### src/rtl/ex_muldiv_sequencer_if.sv
// Handshake and result bundle between the EX stage and the
// bit-serial multiply/divide sequencer.
interface ex_muldiv_sequencer_if #(
  parameter int XLEN = 32
);
  logic            start;
  logic            op_div;
  logic [XLEN-1:0] a;
  logic [XLEN-1:0] b;
  logic            flush;
  logic            stall_o;
  logic            done;
  logic [XLEN-1:0] result_lo;
  logic [XLEN-1:0] result_hi;
  logic            div_by_zero;

  modport master (
    output start, op_div, a, b, flush,
    input  stall_o, done, result_lo, result_hi, div_by_zero
  );

  modport slave (
    input  start, op_div, a, b, flush,
    output stall_o, done, result_lo, result_hi, div_by_zero
  );
endinterface

### src/rtl/ex_muldiv_sequencer.sv
// Bit-serial unsigned MUL/DIV unit beside the EX-stage ALU.
// One iteration per cycle; stalls IF/ID/EX while running.
module ex_muldiv_sequencer #(
  parameter int XLEN  = 32,
  parameter int CNT_W = 6
) (
  input  logic                 clk,
  input  logic                 rst_n,
  ex_muldiv_sequencer_if.slave bus
);

  typedef enum logic [1:0] {
    IDLE,
    RUN,
    DONE
  } state_e;

  state_e            state_q, state_d;
  logic [CNT_W-1:0]  cnt_q, cnt_d;
  logic [2*XLEN-1:0] acc_q, acc_d;
  logic [XLEN-1:0]   opnd_q, opnd_d;
  logic              div_q, div_d;
  logic [XLEN-1:0]   lo_q, lo_d;
  logic [XLEN-1:0]   hi_q, hi_d;
  logic              dbz_q, dbz_d;

  logic [XLEN:0]     sum;
  logic [XLEN:0]     remx;
  logic [XLEN:0]     diff;
  logic [2*XLEN-1:0] mul_nxt;
  logic [2*XLEN-1:0] div_nxt;
  logic [2*XLEN-1:0] step;

  // acc holds {hi, multiplier} for MUL and {rem, quot} for DIV
  always_comb begin
    sum     = {1'b0, acc_q[2*XLEN-1:XLEN]}
            + (acc_q[0] ? {1'b0, opnd_q} : '0);
    mul_nxt = {sum, acc_q[XLEN-1:1]};
    // remx keeps the bit shifted out of rem so large divisors work
    remx    = acc_q[2*XLEN-1:XLEN-1];
    diff    = remx - {1'b0, opnd_q};
    div_nxt = diff[XLEN]
            ? {remx[XLEN-1:0], acc_q[XLEN-2:0], 1'b0}
            : {diff[XLEN-1:0], acc_q[XLEN-2:0], 1'b1};
    step    = div_q ? div_nxt : mul_nxt;
  end

  always_comb begin
    state_d = state_q;
    cnt_d   = cnt_q;
    acc_d   = acc_q;
    opnd_d  = opnd_q;
    div_d   = div_q;
    lo_d    = lo_q;
    hi_d    = hi_q;
    dbz_d   = dbz_q;
    unique case (state_q)
      IDLE: begin
        if (bus.start && !bus.flush) begin
          div_d = bus.op_div;
          cnt_d = '0;
          dbz_d = 1'b0;
          if (bus.op_div && bus.b == '0) begin
            state_d = DONE;
            lo_d    = '1;
            hi_d    = bus.a;
            dbz_d   = 1'b1;
          end else begin
            state_d = RUN;
            opnd_d  = bus.op_div ? bus.b : bus.a;
            acc_d   = {{XLEN{1'b0}},
                       bus.op_div ? bus.a : bus.b};
          end
        end
      end
      RUN: begin
        if (bus.flush) begin
          state_d = IDLE;
        end else begin
          acc_d = step;
          cnt_d = cnt_q + CNT_W'(1);
          if (cnt_q == CNT_W'(XLEN - 1)) begin
            state_d = DONE;
            lo_d    = step[XLEN-1:0];
            hi_d    = step[2*XLEN-1:XLEN];
          end
        end
      end
      DONE: state_d = IDLE;
      default: state_d = IDLE;
    endcase
  end

  always_ff @(posedge clk or negedge rst_n) begin
    if (!rst_n) begin
      state_q <= IDLE;
      cnt_q   <= '0;
      acc_q   <= '0;
      opnd_q  <= '0;
      div_q   <= 1'b0;
      lo_q    <= '0;
      hi_q    <= '0;
      dbz_q   <= 1'b0;
    end else begin
      state_q <= state_d;
      cnt_q   <= cnt_d;
      acc_q   <= acc_d;
      opnd_q  <= opnd_d;
      div_q   <= div_d;
      lo_q    <= lo_d;
      hi_q    <= hi_d;
      dbz_q   <= dbz_d;
    end
  end

  assign bus.stall_o     = (state_q == IDLE && bus.start && !bus.flush)
                         || state_q == RUN;
  assign bus.done        = state_q == DONE;
  assign bus.result_lo   = lo_q;
  assign bus.result_hi   = hi_q;
  assign bus.div_by_zero = dbz_q;

endmodule

### src/flat_wrapper.sv
// flat-port wrapper written by rule: the top's interface ports become plain ports
module ex_muldiv_sequencer_flat 
#(
  parameter int XLEN  = 32,
  parameter int CNT_W = 6
)
  (clk, rst_n, bus_start, bus_op_div, bus_a, bus_b, bus_flush, bus_stall_o, bus_done, bus_result_lo, bus_result_hi, bus_div_by_zero);
  ex_muldiv_sequencer_if #(.XLEN(XLEN)) bus_i ();
  input  logic clk;
  input  logic rst_n;
  input wire logic [$bits(bus_i.start)-1:0] bus_start;
  input wire logic [$bits(bus_i.op_div)-1:0] bus_op_div;
  input wire logic [$bits(bus_i.a)-1:0] bus_a;
  input wire logic [$bits(bus_i.b)-1:0] bus_b;
  input wire logic [$bits(bus_i.flush)-1:0] bus_flush;
  output wire logic [$bits(bus_i.stall_o)-1:0] bus_stall_o;
  output wire logic [$bits(bus_i.done)-1:0] bus_done;
  output wire logic [$bits(bus_i.result_lo)-1:0] bus_result_lo;
  output wire logic [$bits(bus_i.result_hi)-1:0] bus_result_hi;
  output wire logic [$bits(bus_i.div_by_zero)-1:0] bus_div_by_zero;
  assign bus_i.start = bus_start;
  assign bus_i.op_div = bus_op_div;
  assign bus_i.a = bus_a;
  assign bus_i.b = bus_b;
  assign bus_i.flush = bus_flush;
  assign bus_stall_o = bus_i.stall_o;
  assign bus_done = bus_i.done;
  assign bus_result_lo = bus_i.result_lo;
  assign bus_result_hi = bus_i.result_hi;
  assign bus_div_by_zero = bus_i.div_by_zero;
  ex_muldiv_sequencer #(.XLEN(XLEN), .CNT_W(CNT_W)) u_core (.clk(clk), .rst_n(rst_n), .bus(bus_i));
endmodule
### config.mk
export PLATFORM = sky130hd
export DESIGN_NAME = ex_muldiv_sequencer_flat
export DESIGN_NICKNAME = d
export VERILOG_FILES = /design/src/rtl/ex_muldiv_sequencer_if.sv /design/src/rtl/ex_muldiv_sequencer.sv /design/src/flat_wrapper.sv
export SDC_FILE = /design/constraint.sdc
export NUM_CORES = 1
export LEC_CHECK = 0
export ABC_AREA = 0
export CELL_PAD_IN_SITES_DETAIL_PLACEMENT = 1
export CELL_PAD_IN_SITES_GLOBAL_PLACEMENT = 1
export CORE_MARGIN = 8
export CORE_UTILIZATION = 44
export CTS_CLUSTER_SIZE = 28
export DETAILED_ROUTE_END_ITERATION = 6
export GPL_ROUTABILITY_DRIVEN = 0
export PLACE_DENSITY_LB_ADDON = 0.1
export REMOVE_ABC_BUFFERS = 1
export SLEW_MARGIN = 20
export SYNTH_ARGS = -nofsm -noshare
export SYNTH_HDL_FRONTEND = slang
export SYNTH_SLANG_ARGS = --single-unit
### constraint.sdc
create_clock -name clk -period 4.4 [get_ports clk]
set_input_delay 0.88 -clock clk [delete_from_list [all_inputs] [get_ports clk]]
set_output_delay 0.88 -clock clk [all_outputs]
set_load 0.03 [all_outputs]
-- After elaboration in Yosys (flattened, before gate mapping)
Cells that the tools add are included.
- add/subtract/negate cells: 3
- multipliers: 0
- divide/modulo/power cells: 0
- $lt $le $gt $ge: 0
- equal/unequal tests: 9
- shift-type cells: 0
- multiplexer cells: 28
- bitwise gates (word level): 1
- reduce and logical (&&, ||, !) cells: 15
- operator list (kind ; count):
    two-way mux 32 bit ; 11
    two-way mux 64 bit ; 5
    one-hot mux 32 bit (2 select lines) ; 2
    one-hot mux 64 bit (2 select lines) ; 1
    adder 32 x 33 -> 33 bit ; 1
    subtractor 33 x 32 -> 33 bit ; 1
    logical NOT 32 bit ; 1
    two-way mux 6 bit ; 2
    one-hot mux 6 bit (2 select lines) ; 1
    two-way mux 2 bit ; 4
    adder 6 x 1 -> 6 bit, second input constant ; 1
    equality test 6 x 5 -> 1 bit, second input constant ; 1
    inequality test 2 x 1 -> 1 bit, second input constant ; 3
    AND reduction 3 bit ; 2
    AND reduction 5 bit ; 1
    logical AND 1 bit ; 4
    inequality test 2 bit, second input constant ; 2
    one-hot mux 2 bit (2 select lines) ; 1
    AND reduction 2 bit ; 2
    AND reduction 4 bit ; 1
    inequality test 3 x 2 -> 1 bit, second input constant ; 1
    equality test 2 x 1 -> 1 bit, second input constant ; 1
    equality test 2 bit, second input constant ; 1
    logical NOT 2 bit ; 1
    5 further kinds ; 5
- bits in registers: 170
- latch bits: 0
- bits in writable memories: 0
- memory bits (read-only): 0
- bits of input ports: 69
- output and inout port bits: 67
- logic and storage cells: 64
- memories kept: 0

-- Depth between registers and ports, before layout
- word-level depth: 6
- mapped depth: 16
- mapped depth without buffers: 14

-- Worst setup path after synthesis
OpenSTA, ideal clock, no wires.
- path kind: flip-flop to flip-flop
- from: register u_core.acc_q[0]
- to: register u_core.acc_q[63]
- library setup time: 135 ps
- arrival: 3121 ps
- data required time: 4265 ps
- setup slack: 1144 ps
- cell stages (with the launch flop): 14
- path buffers: 0
- clock period less this slack: 3256 ps
- cells stage by stage: dfrtp_1 and2_1 ha_1 fa_1 a21oi_2 o22ai_1 a221o_1 a41o_1 a41o_1 a21oi_4 o31ai_1 a21o_1 a211oi_2 o31ai_1
- word-level cells in the longest chain between the ends: 5
- RTL lines (element ; line ; RTL):
    start: declaration ; ex_muldiv_sequencer.sv:20 ; logic [2*XLEN-1:0] acc_q, acc_d;
    start signal: assignment ; ex_muldiv_sequencer.sv:98 ; acc_q <= '0;
    start signal: assignment ; ex_muldiv_sequencer.sv:107 ; acc_q <= acc_d;
    two-way mux 32 bit ; ex_muldiv_sequencer.sv:37 ; + (acc_q[0] ? {1'b0, opnd_q} : '0);
    adder 32 x 33 -> 33 bit ; ex_muldiv_sequencer.sv:37 ;
    two-way mux 64 bit ; ex_muldiv_sequencer.sv:45 ; step = div_q ? div_nxt : mul_nxt;
    two-way mux 64 bit ; ex_muldiv_sequencer.sv:77 ; if (bus.flush) begin
    one-hot mux 64 bit (2 select lines) ; ex_muldiv_sequencer.sv:57 ; unique case (state_q)
No other way between the ends. The select of a mux whose other input is x is not followed.
A chain may end at the register's enable or synchronous reset.

-- Worst setup path in the final report
- from: register u_core.acc_q[0]
- to: register u_core.hi_q[24], in the netlist u_core.bus.result_hi[24]
- word-level cells in the longest chain between the ends: 6
- RTL lines (element ; line ; RTL):
    two-way mux 32 bit ; ex_muldiv_sequencer.sv:37 ;
    adder 32 x 33 -> 33 bit ; ex_muldiv_sequencer.sv:37 ;
    two-way mux 64 bit ; ex_muldiv_sequencer.sv:45 ;
    two-way mux 32 bit ; ex_muldiv_sequencer.sv:82 ; if (cnt_q == CNT_W'(XLEN - 1)) begin
    two-way mux 32 bit ; ex_muldiv_sequencer.sv:77 ;
    one-hot mux 32 bit (2 select lines) ; ex_muldiv_sequencer.sv:57 ;
    end signal: assignment ; ex_muldiv_sequencer.sv:111 ; hi_q <= hi_d;
    end: declaration ; ex_muldiv_sequencer.sv:24 ; logic [XLEN-1:0] hi_q, hi_d;
No other way between the ends. The select of a mux whose other input is x is not followed.

==> impl_metrics.yaml <==
pwr:
  intPower_mw: 3.478
  vdd_ir_drop_max_uv: 308.3
  p_per_area_nw_per_um2: 397.3
  sw_frac_of_total: 0.3923
  p_clk_frac: 0.282
  p_switching_mw: 2.245
  p_leak_nw: 6.759
  seqPwrFrac: 0.347
  combPwrFrac: 0.372
setup_path:
  crit_type: "register to register"
  slowest_delay_ns: 0.56
  crit_path_cell_trace: "buf_4 -> and2_1 -> ha_1 -> o21ai_0 -> o21ai_1 -> nand3_1 -> a2111oi_1 -> nor3_2 -> o31ai_1 -> xnor2_1 -> mux2i_1 -> nor2_1 -> o21ai_1"
  cp.buffers_inverters: 1
  cp_max_fo: 13
  crit_top_cell: "o21ai_1"
  critical_path.top_delay_family: "compound AO/OA/AOI/OAI gates"
  required_ns: 4.76
  cp_slowest_cell: "a2111oi_1"
  worst_ep_arrival_time_ns: 4.13
  cp-end-kind: "register"
  cp-start-kind: "register"
die:
  die_h_um: 182.0
  dieArea_um2: 33140
  top_level_ports: 136
  start_util: 0.4488
  fp-row-count: 60
  die_w_um: 182.0
  core_um2: 27030
clocking:
  postCtsSetupRepairBufs: 0
  cts.sinks: 170
  cts_tree: "done"
  numCtsBuffers: 17
  holdBufCountCts: 0
  clockBufferDepth: 2
  htreeDepth: 4
  clk_pin_slew_ns: 0.07
  postCtsResizedCells: 0
  insertion_delay_ns: 0.45
  ctsRootBufferMaster: "clkbuf_16"
placement:
  placed_area_um2: 13800
  portBuffers: 135
  hpwl_um: 31720
route:
  vias: 11204
  ant_nets: 0
  wl_per_cell_um: 23.29
  firstDrtPassIters: 5
  wl_um: 42850
  drt_iter0_drc: 778
  via_per_inst: 6.089
  drc_errors: 0
sta:
  fmax_mhz: 265.2
  fin_crit_ns: 3.771
  fin_hold_ws_ns: 0.4025
  drv_slew: 0
  rsz0062_at_grt: "false"
  max_slew_margin: 0.2788
  hold_violations: 0
  finalSetupViolCount: 0
  fin_worst_skew_ns: 0.009990
  worst_pin_slew_ns: 1.082
  fin_crit_sh: 0.8569
synth:
  yosys_warnings: 0
  synth.top_cell.area_share: 0.3507
  synth_area_leader_cell: "dfrtp_1"
  ys_types: 69
  synth.area.top_cells: "dfrtp_1, mux2i_1, ha_1"
  netlist_instances: 1393
  synth-edff-count: 0
  syn_area_per_cell_um2: 8.708
  syn-cell-area_um2: 12130
  synth_top_cells_by_count: "dfrtp_1, nand2_1, a21oi_1"
  ys_seq_area_frac: 0.3507
  synth.most_common_cell: "dfrtp_1"
  yosys_most_used_dff: "dfrtp_1"
  synthArstFlopShare: 1.000
  yosys_register_bits: 170
grt:
  antenna_found_initial: 2
  grt_pass1_vias: 11771
  grt_pass1_wl_um: 67940
  track_usage: 0.2611
  grt_start_max_net_pins: 108
  grt_overflow_total: 0
hold_path:
  hp-class: "input port to async pin"
final_layout:
  final_nets: 1622
  layout-drive-gt1-share: 0.05670
  finalInstanceArea_um2: 14400
  syn_to_final_growth_pct: 18.74
  antenna-diode-count: 0
  fill_cells: 3187
  ff_latch_area_um2: 4258
  multi_input_area_um2: 7416
status:
  status: "completed"
flow_run:
  maxCapViolCount: 0
[worst register-to-register path, cell delays in order, from the launching register on]
cell       delay [ns]
dfrtp_1          0.41
buf_4            0.19
and2_1           0.16
ha_1             0.36
o21ai_0          0.19
o21ai_1          0.26
nand3_1          0.23
a2111oi_1        0.56
nor3_2           0.17
o31ai_1          0.35
xnor2_1          0.12
mux2i_1          0.40
nor2_1           0.11
o21ai_1          0.19
[logic make-up after synthesis]
group | after synthesis | share of synthesized area
buffers and inverters | 124 | 0.04085
muxes | 97 | 0.08087
and+or+nand+nor | 401 | 0.1566
AOI/OAI and AO/OA | 474 | 0.2558
xor gates and xnor gates | 60 | 0.04487
DFF | 170 | 0.3507
adders and majority gates | 67 | 0.07035
[sequential cells by signal, indices dropped and copies added (netlist names)]
register	count
u_core.opnd_q	32
u_core.acc_q	64
u_core.bus.result_lo	32
u_core.bus.result_hi	32
u_core.cnt_q	6
u_core.div_q	1
u_core.state_q	2
u_core.bus.div_by_zero	1
[worst paths after layout]
kind	startpoint	end	slack [ns]	cells past startpoint
setup reg to reg	u_core.acc_q[0]$_DFFE_PN0P_	u_core.bus.result_hi[24]$_DFFE_PN0P_	0.63	13
min in group clk	u_core.bus.result_lo[4]$_DFFE_PN0P_	u_core.bus.result_lo[4]$_DFFE_PN0P_	0.48	2
hold / removal	rst_n	u_core.opnd_q[21]$_DFFE_PN0P_	0.40	1
setup / recovery	u_core.acc_q[0]$_DFFE_PN0P_	u_core.bus.result_hi[24]$_DFFE_PN0P_	0.63	13
max in group asynchronous	rst_n	u_core.acc_q[38]$_DFFE_PN0P_	3.07	2
hold reg to reg	u_core.bus.result_lo[4]$_DFFE_PN0P_	u_core.bus.result_lo[4]$_DFFE_PN0P_	0.48	2
[layout make-up]
| type | count | share of cell area |
|---|---|---|
| clock buffer | 19 | 0.03145 |
| multi-input combinational | 1099 | 0.5149 |
| inverter | 44 | 0.01147 |
| tap | 341 | 0.02962 |
| clock inverter | 13 | 0.01077 |
| sequential | 170 | 0.2956 |
| timing repair buffer | 154 | 0.1062 |
[power by group through the flow]
stage | Clock, mW | Combinational [mW] | Sequential, mW
floorplan | 0 | 1.47 | 1.92
global placement | 0 | 2.05 | 2.00
detailed placement | 0 | 2.10 | 2.01
CTS | 1.64 | 2.12 | 1.98
global route | 1.69 | 2.33 | 2.01
finish | 1.61 | 2.13 | 1.99
[per-stage QoR]
stage | TNS [ns] | std cells | worst slack [ns] | total power, mW | utilization
4_1_cts | 0 | 1840 | 0.6573 | 5.731 | 0.5330
2_1_floorplan | -59.49 | 1313 | -2.089 | 3.384 | -
3_5_place_dp | 0 | 1808 | 0.6728 | 4.102 | 0.5105
3_3_place_gp | 0 | 1808 | 0.7170 | 4.050 | 0.5105
6_report | 0 | 1840 | 0.6295 | 5.723 | 0.5330
5_1_grt | 0 | 1840 | 0.4397 | 6.033 | 0.5330
[routing by layer]
| metal | up-vias | GRT usage | share of wire | routed length (µm) |
|---|---|---|---|---|
| met5 | - | 0 | 0.00056 | 24 |
| met4 | 4 | 0.1007 | 0.034 | 1453 |
| met3 | 76 | 0.05289 | 0.048 | 2057 |
| met2 | 286 | 0.4367 | 0.48 | 20450 |
| met1 | 5601 | 0.3267 | 0.44 | 18860 |
| li1 | 5237 | - | - | - |
[placed cells by master (no fill, tap or decap), drive strengths merged, types with 35 or more instances in the layout]
cell type      synthesis  layout
xnor2                 36      36
and2                  38      38
inv                   44      50
a211oi                73      73
mux2i                 89      89
clkdlybuf4s50          0     133
nor2                  99      99
a21o                  70      70
a21oi                114     114
nor2b                 35      35
nand2                145     145
ha                    65      65
dfrtp                170     170
o21ai                116     116
(Power assumes the default switching activity.)
